[src/rtl/cpu_pkg.sv]
// Shared definitions for the fetch/decode/issue front end: opcodes, FSM
// state encoding and instruction-register field layout.
package cpu_pkg;

  localparam logic [2:0] OP_ADD  = 3'b000;
  localparam logic [2:0] OP_MOV  = 3'b101;
  localparam logic [2:0] OP_HALT = 3'b111;

  localparam logic [2:0] ST_IDLE   = 3'd0;
  localparam logic [2:0] ST_FETCH  = 3'd1;
  localparam logic [2:0] ST_DECODE = 3'd2;
  localparam logic [2:0] ST_ISSUE  = 3'd3;
  localparam logic [2:0] ST_HALT   = 3'd4;

  localparam int OPC_HI = 7;
  localparam int OPC_LO = 5;
  localparam int DST_HI = 4;
  localparam int DST_LO = 3;
  localparam int SRC_HI = 2;
  localparam int SRC_LO = 0;

  typedef struct packed {
    logic [2:0] opcode;
    logic [1:0] dest;
    logic [2:0] src;
  } instr_t;

  function automatic instr_t decode_instr(input logic [7:0] word);
    instr_t f;
    f.opcode = word[OPC_HI:OPC_LO];
    f.dest   = word[DST_HI:DST_LO];
    f.src    = word[SRC_HI:SRC_LO];
    return f;
  endfunction

endpackage

[src/rtl/program_counter.sv]
// Program counter with synchronous clear-to-zero, increment, and a flag marking
// the last addressable word so the caller can stop instead of wrapping.
module program_counter #(
  parameter int ADDR_W = 4
) (
  input  logic              clk,
  input  logic              rst_n,
  input  logic              clr,
  input  logic              inc,
  output logic [ADDR_W-1:0] pc,
  output logic              at_end
);

  logic [ADDR_W-1:0] pc_q, pc_d;

  // NOTE: pc_d gets a default before any branch so no path leaves it unassigned (no latch).
  always_comb begin
    pc_d = pc_q;
    if (clr) begin
      pc_d = '0;
    end else if (inc && !at_end) begin
      pc_d = pc_q + 1'b1;
    end
  end

  // NOTE: non-blocking assignment so every flop samples pre-edge values.
  always_ff @(posedge clk or negedge rst_n) begin
    if (!rst_n) begin
      pc_q <= '0;
    end else begin
      pc_q <= pc_d;
    end
  end

  assign pc     = pc_q;
  assign at_end = (pc_q == {ADDR_W{1'b1}});

endmodule

[src/rtl/fetch_controller.sv]
// Instruction fetch/decode/issue sequencer: walks a combinational instruction
// memory from address 0, offering each decoded word to the datapath until HALT.
module fetch_controller
  import cpu_pkg::*;
#(
  parameter int         ADDR_W  = 4,
  parameter int         INSTR_W = 8,
  parameter logic [2:0] HALT_OP = OP_HALT
) (
  input  logic               clk,
  input  logic               rst_n,
  input  logic               start,
  input  logic               abort,
  output logic [ADDR_W-1:0]  imem_addr,
  input  logic [INSTR_W-1:0] imem_data,
  output logic               issue_valid,
  input  logic               issue_ready,
  output logic [2:0]         issue_opcode,
  output logic [1:0]         issue_dest,
  output logic [2:0]         issue_src,
  output logic [ADDR_W-1:0]  pc,
  output logic               busy,
  output logic               halted,
  output logic [ADDR_W:0]    retired
);

  localparam logic [ADDR_W:0] RETIRED_MAX = {1'b1, {ADDR_W{1'b0}}};

  logic [2:0]         state_q, state_d;
  logic [INSTR_W-1:0] ir_q, ir_d;
  logic [ADDR_W:0]    retired_q, retired_d;
  logic               run_start, accept, pc_at_end;
  instr_t             ir_fields;

  assign ir_fields = decode_instr(ir_q[7:0]);

  // abort outranks both start and the issue handshake.
  assign run_start = start && !abort && (state_q == ST_IDLE || state_q == ST_HALT);
  assign accept    = (state_q == ST_ISSUE) && issue_ready && !abort;

  program_counter #(.ADDR_W(ADDR_W)) u_pc (
    .clk    (clk),
    .rst_n  (rst_n),
    .clr    (run_start),
    .inc    (accept),
    .pc     (pc),
    .at_end (pc_at_end)
  );

  always_comb begin
    state_d   = state_q;
    ir_d      = ir_q;
    retired_d = retired_q;
    if (abort) begin
      state_d = ST_IDLE;
    end else begin
      case (state_q)
        ST_IDLE, ST_HALT: begin
          if (start) begin
            state_d   = ST_FETCH;
            retired_d = '0;
          end
        end
        ST_FETCH: begin
          ir_d    = imem_data;
          state_d = ST_DECODE;
        end
        ST_DECODE: begin
          state_d = (ir_fields.opcode == HALT_OP) ? ST_HALT : ST_ISSUE;
        end
        ST_ISSUE: begin
          if (issue_ready) begin
            if (retired_q != RETIRED_MAX) retired_d = retired_q + 1'b1;
            // The last word of memory ends the run rather than wrapping to 0.
            state_d = pc_at_end ? ST_HALT : ST_FETCH;
          end
        end
        default: state_d = ST_IDLE;
      endcase
    end
  end

  always_ff @(posedge clk or negedge rst_n) begin
    if (!rst_n) begin
      state_q   <= ST_IDLE;
      ir_q      <= '0;
      retired_q <= '0;
    end else begin
      state_q   <= state_d;
      ir_q      <= ir_d;
      retired_q <= retired_d;
    end
  end

  assign imem_addr    = pc;
  assign issue_valid  = (state_q == ST_ISSUE);
  assign issue_opcode = ir_fields.opcode;
  assign issue_dest   = ir_fields.dest;
  assign issue_src    = ir_fields.src;
  assign busy         = (state_q == ST_FETCH) || (state_q == ST_DECODE) || (state_q == ST_ISSUE);
  assign halted       = (state_q == ST_HALT);
  assign retired      = retired_q;

endmodule

[config.mk]
export PLATFORM = sky130hd
export DESIGN_NAME = fetch_controller
export DESIGN_NICKNAME = d
export VERILOG_FILES = /design/src/rtl/cpu_pkg.sv /design/src/rtl/program_counter.sv /design/src/rtl/fetch_controller.sv
export SDC_FILE = /design/constraint.sdc
export NUM_CORES = 1
export LEC_CHECK = 0
export BUFFER_PORTS_ARGS = -buffer_cell sky130_fd_sc_hd__buf_2
export CAP_MARGIN = 20
export CORE_MARGIN = 3
export CORE_UTILIZATION = 49
export CTS_CLUSTER_DIAMETER = 40
export DETAILED_ROUTE_END_ITERATION = 6
export PLACE_DENSITY = 0.75
export SYNTH_ARGS = -nofsm -noshare
export SYNTH_HDL_FRONTEND = slang
export SYNTH_SLANG_ARGS = --single-unit
[constraint.sdc]
create_clock -name clk -period 2.1 [get_ports clk]
set_input_delay 0.21 -clock clk [delete_from_list [all_inputs] [get_ports clk]]
set_output_delay 0.21 -clock clk [all_outputs]
set_load 0.05 [all_outputs]
Word level (Yosys, flattened, before mapping)

Cells that the tools add are included.
Widths: inputs -> output; s select.

Mux-type cells: 12
Bitwise logic cells: 1
Reduce and logical (&&, ||, !) cells: 17
Equality and inequality tests: 12
Add/subtract/negate cells: 2

Operators with widths:

| kind                | number |
|---|---|
| $mux 3              | 5 |
| $mux 5              | 3 |
| $pmux 3 s4          | 1 |
| $pmux 5 s2          | 1 |
| $mux 4              | 2 |
| $eq 3x2->1 const B  | 2 |
| $eq 3x3->1 const B  | 2 |
| $add 5x1->5 const B | 1 |
| $logic_and 1x1->1   | 5 |
| $ne 5x5->1 const B  | 1 |
| $reduce_and 5->1    | 1 |
| $add 4x1->4 const B | 1 |
| $eq 4x4->1 const B  | 1 |
| $ne 2x1->1 const B  | 2 |
| $reduce_and 2->1    | 2 |
| $reduce_bool 2->1   | 2 |
| $eq 3x1->1 const B  | 1 |
| $logic_not 3->1     | 1 |
| $logic_or 1x1->1    | 3 |
| $ne 3x2->1 const B  | 1 |
| $ne 3x3->1 const B  | 1 |
| $logic_not 1->1     | 2 |
| $ne 2x2->1 const B  | 1 |
| $reduce_or 2->1     | 1 |
| $not 1->1           | 1 |

Flip-flop bits (word level): 20
Logic and storage cells: 48
Output and inout bits: 24

Longest topological paths before layout

Gate-level depths: netlist of the first run.

Depth after elaboration: 6
Gate-level depth with buffers: 6

Cells and area by module

From an unflattened synthesis of the first run, not the netlist that was laid out.

Cell total of the unflattened synthesis: 111
Area, all modules: 1162.4 um2

Modules (own cells, without submodules):

| module           | area each (um2) | times used | sequential area each (um2) | cells an instance |
|---|---|---|---|---|
| fetch_controller | 933.4           | 1          | 400.4                      | 91 |
| program_counter  | 229.0           | 1          | 100.1                      | 20 |

Least setup slack after synthesis of the first run

No wires, ideal clock.

Path kind: register -> register
Start: register retired_q[0] (netlist: retired[0])
End: register retired_q[0] (netlist: retired[0])
Stages on the path, launching flop included: 7
Arrival: 1.587 ns
Buffers on the path: 0
Path slack: 0.383 ns
Path through: dfrtp_1 inv_1 ha_1 nand2_1 o31ai_1 mux2i_1 o21ai_0

Longest elaborated chain between the ends: 4

RTL lines:

| what                   | RTL line               | source |
|---|---|---|
| from (decl)            | fetch_controller.sv:31 | `logic [ADDR_W:0] retired_q, retired_d;` |
| from (signal assigned) | fetch_controller.sv:91 | `retired_q <= retired_d;` |
| $add 5x1->5            | fetch_controller.sv:73 | `if (retired_q != RETIRED_MAX) retired_d = retired_q + 1'b1;` |
| $mux 5                 | fetch_controller.sv:73 |  |
| $mux 5                 | fetch_controller.sv:72 | `if (issue_ready) begin` |
| $pmux 5 s2             | fetch_controller.sv:57 | `case (state_q)` |

Several ways; a longest one is shown, not always the timed one. The select of a mux whose other input is x is not followed.
A chain may end at the register's enable or synchronous reset.

Worst setup path in the final report of the first run

Start: register state_q[1]
End: output port issue_valid

Longest elaborated chain between the ends: 1

RTL lines:

| what                   | RTL line               | source |
|---|---|---|
| from (decl)            | fetch_controller.sv:29 | `logic [2:0] state_q, state_d;` |
| from (signal assigned) | fetch_controller.sv:89 | `state_q <= state_d;` |
| $eq 3x2->1             | fetch_controller.sv:96 | `assign issue_valid = (state_q == ST_ISSUE);` |
| to (decl)              | fetch_controller.sv:16 | `output logic issue_valid,` |

No other way between the ends.

==> impl_results.md, run 1 <==
- Clk pin slew, worst setup/hold paths: 0.11 ns
- Wl on met1: 986 um
- Highest routed layer: met4
- Final Net Count: 159
- Logic pwr share: 39.9%
- Setup Buffers After CTS: 0
- Die span in x: 53.54 um
- Leak: 0.0006604 uW
- CP required: 1.89 ns
- TritonRoute pass-1 iters: 4
- DR iter-0 viols: 8
- Peak supply drop: 0.7885 mV
- Arrival time at the worst endpoint: 1.47 ns
- CORE AREA: 0.002042 sq mm
- Pwr/cell area: 1054 mW/mm^2
- Tmin final: 1.680 ns
- Clk root buf: clkbuf_4
- Synth top area cells: dfrtp_1, mux2_2, o21ai_0, mux2i_1, buf_4
- Global route overflow: 0
- Clock skew: 0.001475 ns
- Top_reg_cell synth: dfrtp_1
- Max-slew headroom: 57.37%
- Post-synth EDFFs: 0
- Dpl hpwl: 1.641 mm
- Hold path cells: 2
- Actual slew at the worst max-slew pin: 0.6314 ns
- Setup_tns: 0 ns
- Int Power: 816.2 uW
- Switching part of the total power: 41.98%
- Leading area contributor after synthesis: dfrtp_1
- WL met3: 112 um
- Worst reg2reg path depth: 6
- DR vias/cell: 5.296
- Total Wirelength: 2.148 mm
- Layout area overhead: 20.56%
- Run status: completed
- Vias in the first global route: 782
- Die ar.: 0.002866 sq mm
- Met2 wire len: 1.017 mm
- Mean Syn Cell Area: 10.25 sq um
- Mapped Cells: 108
- First-pass GRT wire length: 3.594 mm
- Psw: 590.5 uW
- YS warnings: 0
- Initial core utilization: 54.23%
- Clk pwr share: 22.1%
- IO Count: 37
- R2r startpoint: retired[0]
- Top-area cell type share of the netlist area: 45.20%
- RePlAce Congestion: 0.8168
- Slew Viols, Final: 0
- Sequential power share: 37.9%
- Final setup fails: 0
- Antenna Cells: 0
- Initial antenna violation count: 0
- Worst-path fanout max: 11
- Synthesized Nets: 124
- CTS sink count: 20
- Synth cell types: 30
- Cell Area, Synth: 0.001107 sq mm
- Via count: 895
- Global Route Usage Sum: 17.32%
- Largest net degree at the start of global routing: 21
- Site row count: 16
- H-tree levels: 1
- Port Buffer Count: 36
- Skew-Pair Late Insertion Delay: 0.30 ns
- CTS tree: built
- Hold path startpoint: start
- Unrepaired setup endpoints after global routing: false
- DRC viols: 0
- Final Hold Fails: 0
- TritonCTS buffer count: 3
- Final period util: 80.00%
- Post-CTS Resized: 0
- Element type at the critical path start: register
- Synth Register Bits: 20
- Worst hold slack: 0.1250 ns
- Worst min path class: input pin to register
- Worst setup path start: state_q[1]
- Max Clock Freq: 595.2 MHz
- Max Cap Viol: 0
- Crit path capture type: output port
- Clk buf depth: 2
- Critical path class: register to output port
- Post-route ant nets: 0
- Seq/Total Area, Yosys: 45.20%
- Post-synth ARST share: 100.0%
- Routed len/inst: 12.71 um
- Layout cell share with drive strength beyond 1: 38.73%
- Die Ht: 53.54 um
## synthesized netlist by cell type (2+ instances only)
library cell  number
nand4_1            2
nor2_1             6
nor3_1             3
buf_2              3
nand2_1            8
inv_1              6
ha_1               3
nand3_1            5
buf_4              5
o21ai_0            9
mux2_2             8
mux2i_1            4
a21oi_1            6
o31ai_1            3
nor2b_1            3
dfrtp_1           20
## repair_timing
action                     CTS  global route
hold buffers                 1             0
setup endpoints to repair    0             0
hold endpoints to repair    20             0
## cells in the final DEF (no fill, tap or decap)
cell type and instances:
o31ai_1 3, nand3_1 5, and4bb_4 1, buf_4 2, o21ai_0 9, nand3b_1 1
o32ai_1 1, nor2b_2 1, nor4b_2 1, mux2_2 8, nand2_1 8, clkbuf_4 3
nor3b_1 1, a31oi_1 1, a21oi_1 6, nand4_1 2, nor2b_1 3, dlygate4sd3_1 1
nor2_1 6, buf_2 36, bufinv_16 1, xor2_1 1, dfrtp_1 20, or3_1 1
inv_1 6, o311ai_0 1, nand3_4 1, nor3_1 3, ha_1 3, nor3b_2 1
mux2i_1 4, a21boi_0 1
## layer usage
layer	track usage, %	vias up
met3	2.770	4
met4	7.660	0
met1	22.91	421
met5	0	-
met2	27.96	25
li1	-	445
## state kept, by name (all words and copies together) (netlist names)
register,count
retired,5
state_q,3
u_pc.pc,4
ir_fields,8
## through the flow
step | total power (uW) | setup WS (ns) | cell area, sq um | util (%) | cells
detailed placement | 1105 | 0.4790 | 1272 | 62.32 | 164
global route | 1473 | 0.3241 | 1335 | 65.38 | 169
CTS | 1421 | 0.4233 | 1335 | 65.38 | 169
global placement | 1095 | 0.5697 | 1272 | 62.32 | 164
floorplan | 971.3 | 0.3834 | 1107 | - | 108
finish | 1407 | 0.4200 | 1335 | 65.38 | 169
## cell type report
type | count | area, sq um
inverters | 6 | 22.52
clock buffers | 3 | 22.52
repair buffers | 39 | 205.2
well taps | 27 | 33.78
fillers | 186 | 706.9
clock inverters | 1 | 30.03
flip-flops and latches | 20 | 500.5
multi-input cells | 73 | 520.5
## power groups by stage
stage                     clock network, uW  registers [uW]  logic [uW]
final                                   311             534         562
after floorplan                           0             791         181
after global placement                    0             534         560
after CTS                               320             534         567
after global routing                    337             545         591
after detailed placement                  0             540         565
## worst paths after layout
check                               end  slack [ns]
min reg2reg                ir_fields[1]        0.53
max reg2reg                  retired[0]        0.46
min                          state_q[2]        0.13
min in group asynchronous    retired[2]        0.38
max                         issue_valid        0.42
max in group asynchronous  ir_fields[1]        1.42
## critical path: stages, from the launching register on
cell	delay [ns]
dfrtp_1	0.56
nand3b_1	0.26
inv_1	0.10
buf_2	0.26
## cells by family (layout without fill, tap and decap cells)
logic type,after synthesis,after routing,synth area share [%]
flip-flops,20,20,45.20
AND/OR/NAND/NOR,35,35,19.44
AO/OA/AOI/OAI,22,22,11.64
adder cells (fa/ha/maj),3,3,3.390
XOR/XNOR,1,1,0.7911
multiplexers,12,12,11.75
buffers and inverters,15,49,7.796
Power figures use the tool's default switching activity.
==> run 2: changes to the inputs <==
--- a/config.mk
+++ b/config.mk
@@ -5,13 +5,14 @@
 export SDC_FILE = /design/constraint.sdc
 export NUM_CORES = 1
 export LEC_CHECK = 0
+export ABC_AREA = 1
 export BUFFER_PORTS_ARGS = -buffer_cell sky130_fd_sc_hd__buf_2
 export CAP_MARGIN = 20
 export CORE_MARGIN = 3
-export CORE_UTILIZATION = 49
+export CORE_UTILIZATION = 46
 export CTS_CLUSTER_DIAMETER = 40
 export DETAILED_ROUTE_END_ITERATION = 6
-export PLACE_DENSITY = 0.75
+export PLACE_DENSITY = 0.72
 export SYNTH_ARGS = -nofsm -noshare
 export SYNTH_HDL_FRONTEND = slang
 export SYNTH_SLANG_ARGS = --single-unit
==> constraint.sdc (replaced) <==
create_clock -name clk -period 1.5 [get_ports clk]
set_input_delay 0.15 -clock clk [delete_from_list [all_inputs] [get_ports clk]]
set_output_delay 0.15 -clock clk [all_outputs]
set_load 0.05 [all_outputs]
==> run 2 against run 1 <==
Sequential share of layout area is 4.1 points lower. First-iteration DRC count grew to 2.6 times the previous value. Worst setup slack got worse by 0.36 ns. Die area is 17% higher. Synthesized cell count grew 43%. Area after synthesis up 12%. Clock-buffer cell count grew 1. Critical endpoint is now halted.
==> impl_results.md, run 2 <==
- Crit path capture type: output port
- Final period util: 95.69%
- TritonRoute pass-1 iters: 5
- Synth top area cells: dfrtp_1, nand2_1, inv_1, nand3_1, o21ai_2
- RePlAce Congestion: 0.8624
- IO Count: 37
- Leak: 0.0008459 uW
- FILL cells: 232
- CP required: 1.35 ns
- Post-synth EDFFs: 0
- Tmin final: 1.435 ns
- Psw: 1476 uW
- Max reg flops: 8
- CTS sink count: 20
- Site row count: 18
- Post-synth ARST share: 100.0%
- Final setup fails: 0
- Layout area overhead: 22.90%
- Global route overflow: 0
- Initial antenna violation count: 0
- Layout cell share with drive strength beyond 1: 38.46%
- Peak supply drop: 1.261 mV
- Cell Area, Synth: 0.001235 sq mm
- WHS Endpoint: ir_fields[5]
- Max-slew headroom: 69.64%
- DR vias/cell: 4.809
- DR iter-0 viols: 21
- Via count: 1082
- Mean Syn Cell Area: 8.019 sq um
- Worst min path class: input pin to register
- Reg-to-reg endpoint: u_pc.pc[3]
- Seq/Total Area, Yosys: 40.53%
- Top post-synthesis cells by count: nand2_1, dfrtp_1, inv_1, nand3_1, nor2_1
- Switching part of the total power: 52.93%
- Synth Register Bits: 20
- Commonest non-fill, non-tap cell in the layout: nand2_1
- Worst-path fanout max: 5
- R2R Setup Slk: 0.19 ns
- Total Wirelength: 2.410 mm
- H-tree levels: 1
- Synthesized Nets: 170
- Most frequent cells in the layout: nand2_1, buf_2, inv_1
- Final Hold Fails: 0
- Clk buf depth: 2
- Mapped Cells: 154
- Skew-Pair Late Insertion Delay: 0.31 ns
- Clk pwr share: 11.5%
- Die span in x: 57.82 um
- Max Clock Freq: 696.7 MHz
- Int Power: 1312 uW
- Setup_tns: 0 ns
- Synth cell types: 27
- Clk root buf: clkbuf_4
- CORE AREA: 0.002522 sq mm
- Worst hold slack: 0.06126 ns
- Dpl hpwl: 1.798 mm
- Final Net Count: 212
- Top_reg_cell synth: dfrtp_1
- Hold path startpoint: imem_data[5]
- Vias in the first global route: 1003
- Final non-filler cell total: 225
- Antenna Cells: 0
- First-pass GRT wire length: 4.057 mm
- Initial core utilization: 48.96%
- Most frequent cell after synthesis: nand2_1
- Arrival time at the worst endpoint: 1.29 ns
- Worst reg2reg path depth: 6
- YS warnings: 0
- Largest net degree at the start of global routing: 21
- CTS tree: built
- Global Route Usage Sum: 15.48%
- Leading area contributor after synthesis: dfrtp_1
- Die Ht: 57.82 um
- Die ar.: 0.003343 sq mm
- Final core occ: 60.17%
- Clock skew: 0.003855 ns
- Slew Viols, Final: 0
- Critical path class: register to output port
- Logic pwr share: 57.6%
- Element type at the critical path start: register
- Max Cap Viol: 0
- Post-route ant nets: 0
- Pwr/cell area: 1837 mW/mm^2
- Hold path cells: 3
- R2r startpoint: u_pc.pc[0]
- Sequential power share: 30.9%
- Actual slew at the worst max-slew pin: 0.4554 ns
- Routed len/inst: 10.71 um
- Clk pin slew, worst setup/hold paths: 0.11 ns
- Placed insts: 216
- Run status: completed
- TritonCTS buffer count: 3
- DRC viols: 0
- Top-area cell type share of the netlist area: 40.53%
- Port Buffer Count: 36
-- run 2: changes by cell type in the layout (fill, tap and decap cells not counted), sizes merged, moves of 2 or more --
cell   before  now
inv         6   22
nor3        3    1
nor2        6   15
nand3       6   14
nand2       8   51
mux2        8    0
a21oi       6    2
mux2i       4    0
o31ai       3    0
nor3b       2    0
buf        38   42
nor2b       4    0
o21ai       9   12
-- run 2: power by group through the flow --
stage / Combinational [uW] / Sequential [uW] / Clock (uW)
4_1_cts: 1520 / 856 / 330
6_report: 1600 / 861 / 322
5_1_grt: 1720 / 887 / 350
3_5_place_dp: 1500 / 857 / 0
3_3_place_gp: 1480 / 849 / 0
2_1_floorplan: 767 / 1300 / 0
-- run 2: cell type report --
class                           count  area [sq um]  share of cell area, %
Clock buffer                        4         36.28                  2.391
Timing Repair Buffer               43         244.0                  16.08
Tap cell                           30         37.54                  2.473
Multi-Input combinational cell    106         610.6                  40.23
Sequential cell                    20         506.7                  33.39
Inverter                           22         82.58                  5.441
-- run 2: logic make-up (layout without fill, tap and decap cells) --
logic type                 Yosys count  in the layout  share of synthesized area [%]
AOI/OAI and AO/OA                   14             14                          7.801
DFF                                 20             20                          40.53
buffers and inverters               28             69                          10.44
xor gates and xnor gates             3              3                          2.128
adders and majority gates            3              3                          3.040
and+or+nand+nor                     86             86                          36.07
-- run 2: worst max-delay path, cell delays in order, from the launching register on --
cell     delay [ns]
dfrtp_2        0.46
nor2_4         0.16
inv_1          0.06
nor2_1         0.10
buf_4          0.21
-- run 2: per-layer routing --
layer	wire, um	track usage, %	part of all wire (%)	vias to the layer above
li1	-	-	-	558
met5	0	0	0	-
met2	1175	27.90	49	37
met4	28	6.623	1.2	0
met3	155	2.004	6.4	3
met1	1050	18.28	44	484
-- run 2: through the flow --
stage / instance area [sq um] / power, uW / setup slack, ns
4_1_cts: 1485 / 2704 / 0.01062
2_1_floorplan: 1239 / 2069 / 0.001450
3_5_place_dp: 1425 / 2354 / 0.1672
3_3_place_gp: 1425 / 2329 / 0.2011
5_1_grt: 1518 / 2957 / -0.01201
6_report: 1518 / 2788 / 0.06465
-- run 2: repair_timing --
action,CTS,global route
endpoints found under the setup margin,2,2
pin swaps,0,2
hold buffers,1,0
setup buffers,0,4
resized for setup,4,2
endpoints found under the hold margin,20,0
-- run 2: how the worst max path moves through the flow --
| stage | start | to | slack [ns] | cells past startpoint |
|---|---|---|---|---|
| after global routing | state_q[1] | halted | -0.01 | 4 |
| final | state_q[1] | halted | 0.06 | 4 |
| after CTS | state_q[0] | halted | 0.01 | 4 |
| after global placement | state_q[0] | retired[1] | 0.20 | 6 |
| after detailed placement | state_q[0] | retired[2] | 0.17 | 6 |
| after floorplan | state_q[0] | halted | 0.001 | 3 |
==> run 3: changes to the inputs <==
--- a/config.mk
+++ b/config.mk
@@ -9,10 +9,10 @@
 export BUFFER_PORTS_ARGS = -buffer_cell sky130_fd_sc_hd__buf_2
 export CAP_MARGIN = 20
 export CORE_MARGIN = 3
-export CORE_UTILIZATION = 46
+export CORE_UTILIZATION = 50
 export CTS_CLUSTER_DIAMETER = 40
 export DETAILED_ROUTE_END_ITERATION = 6
-export PLACE_DENSITY = 0.72
+export PLACE_DENSITY = 0.75
 export SYNTH_ARGS = -nofsm -noshare
 export SYNTH_HDL_FRONTEND = slang
 export SYNTH_SLANG_ARGS = --single-unit
==> constraint.sdc (replaced) <==
create_clock -name clk -period 1.69 [get_ports clk]
set_input_delay 0.169 -clock clk [delete_from_list [all_inputs] [get_ports clk]]
set_output_delay 0.169 -clock clk [all_outputs]
set_load 0.05 [all_outputs]
==> run 3 against run 2 <==
Cell count shrank 3.6%. Critical path depth shrank 1. Hold slack gained 0.039 ns. Cell area shrank 4.1%. Sequential share of layout area grew 1.0 points. Clock power shrank 14%. Critical path type unchanged.
==> impl_results.md, run 3 (synthesis gave the netlist of run 2 again) <==
- Run status: completed
- Slew Viols, Final: 0
- Port Buffer Count: 36
- Final setup fails: 0
- Most frequent cells in the layout: nand2_1, buf_2, inv_1, dfrtp_1
- First-pass GRT wire length: 4.560 mm
- RePlAce Congestion: 0.8087
- Worst-path fanout max: 9
- DRC viols: 0
- Peak supply drop: 1.102 mV
- Int Power: 1073 uW
- Global route overflow: 0
- Final Net Count: 206
- Hold path cells: 3
- Psw: 1291 uW
- Initial antenna violation count: 0
- Final period util: 92.93%
- CTS tree: built
- Skew-Pair Late Insertion Delay: 0.29 ns
- Dpl hpwl: 1.897 mm
- Antenna Cells: 0
- Largest net degree at the start of global routing: 21
- Pre-CTS setup slack: 0.3111 ns
- Global Route Usage Sum: 17.89%
- Final Hold Fails: 0
- Clock skew: 0.003592 ns
- Die Ht: 55.70 um
- Max-slew headroom: 70.32%
- Unrepaired setup endpoints after global routing: false
- Site row count: 17
- Layout area overhead: 17.83%
- Clk buf depth: 2
- Max reg flops: 8
- CTS sink count: 20
- Clk pwr share: 11.7%
- Layout cell share with drive strength beyond 1: 33.86%
- Worst min path class: input pin to register
- Worst setup path start: state_q[0]
- Switching part of the total power: 54.61%
- Die span in x: 55.70 um
- TritonRoute pass-1 iters: 3
- Logic pwr share: 56.3%
- Sequential power share: 32.0%
- Routed len/inst: 11.41 um
- Setup_tns: 0 ns
- Element type at the critical path start: register
- CORE AREA: 0.002276 sq mm
- Commonest non-fill, non-tap cell in the layout: nand2_1
- Tmin final: 1.571 ns
- Worst hold slack: 0.09981 ns
- Max Clock Freq: 636.7 MHz
- Initial core utilization: 54.26%
- Post-route ant nets: 0
- Die ar.: 0.003102 sq mm
- Arrival time at the worst endpoint: 1.40 ns
- Crit path capture type: output port
- Post-layout instance area: 0.001455 sq mm
- FILL cells: 206
- Clk root buf: clkbuf_4
- Total Wirelength: 2.475 mm
- Placed Instance Area: 0.001404 sq mm
- H-tree levels: 1
- R2r startpoint: state_q[2]
- Worst reg2reg path depth: 4
- Reg-to-reg endpoint: ir_fields[7]
- Vias in the first global route: 1039
- TritonCTS buffer count: 3
- Max Cap Viol: 0
- Final WS setup: 0.1194 ns
- Pwr/cell area: 1624 mW/mm^2
- Actual slew at the worst max-slew pin: 0.4452 ns
- DR vias/cell: 4.866
- DR iter-0 viols: 15
- CP required: 1.52 ns
- IO Count: 37
- Via count: 1056
- R2R Setup Slk: 0.27 ns
- Critical path class: register to output port
- Clk pin slew, worst setup/hold paths: 0.11 ns
- Hold path startpoint: imem_data[6]
- WHS Endpoint: ir_fields[6]
- Leak: 0.0008249 uW
==> run 3: cell types whose count changed in the layout (fill, tap and decap cells not counted), sizes merged <==
cell	change
buf	-6
==> run 3: layout make-up <==
type                            instances  area [sq um]  share of cell area [%]
Inverter                               22         82.58                   5.675
Sequential cell                        20         500.5                   34.39
Timing Repair Buffer                   37         190.2                   13.07
Tap cell                               28         35.03                   2.408
Multi-Input combinational cell        106         610.6                   41.96
Clock buffer                            4         36.28                   2.494
==> run 3: power by group through the flow <==
stage | Clock [uW] | Combinational (uW) | Sequential, uW
after floorplan | 0 | 681 | 1150
after global placement | 0 | 1310 | 751
after detailed placement | 0 | 1330 | 755
after CTS | 286 | 1330 | 747
after global routing | 311 | 1450 | 785
final | 276 | 1330 | 755
==> run 3: timing repair <==
action | in CTS | in global routing
endpoints found under the setup margin | 0 | 1
endpoints found under the hold margin | 20 | 0
resized for setup | 0 | 1
hold buffers | 1 | 0
buffers inserted | 0 | 0
==> run 3: how the worst max path moves through the flow <==
stage | endpoint | slack (ns) | depth (start not counted)
2_1_floorplan | state_q[0] | 0.16 | 6
3_3_place_gp | ir_fields[7] | 0.36 | 4
3_5_place_dp | ir_fields[7] | 0.31 | 4
4_1_cts | halted | 0.07 | 4
5_1_grt | halted | 0.04 | 4
6_report | issue_valid | 0.12 | 3
==> run 3: routing by layer <==
layer	part of all wire [%]	routed length, um	vias up	GRT usage (%)
met5	0	0	-	0
met4	0.69	17	0	4.167
met3	4.7	117	2	3.712
met2	50	1227	21	30.07
met1	45	1113	484	23.56
li1	-	-	549	-
==> run 3: stage by stage <==
step	instances	total power, uW	util, %
2_1_floorplan	154	1831	-
3_3_place_gp	212	2060	61.68
3_5_place_dp	212	2081	61.68
4_1_cts	217	2368	63.72
5_1_grt	217	2546	63.94
6_report	217	2364	63.94
==> run 3: worst max-delay path, cell delays in order, from the launching register on <==
cell	delay [ns]
dfrtp_1	0.49
nand2_2	0.13
nor2_8	0.19
buf_2	0.30
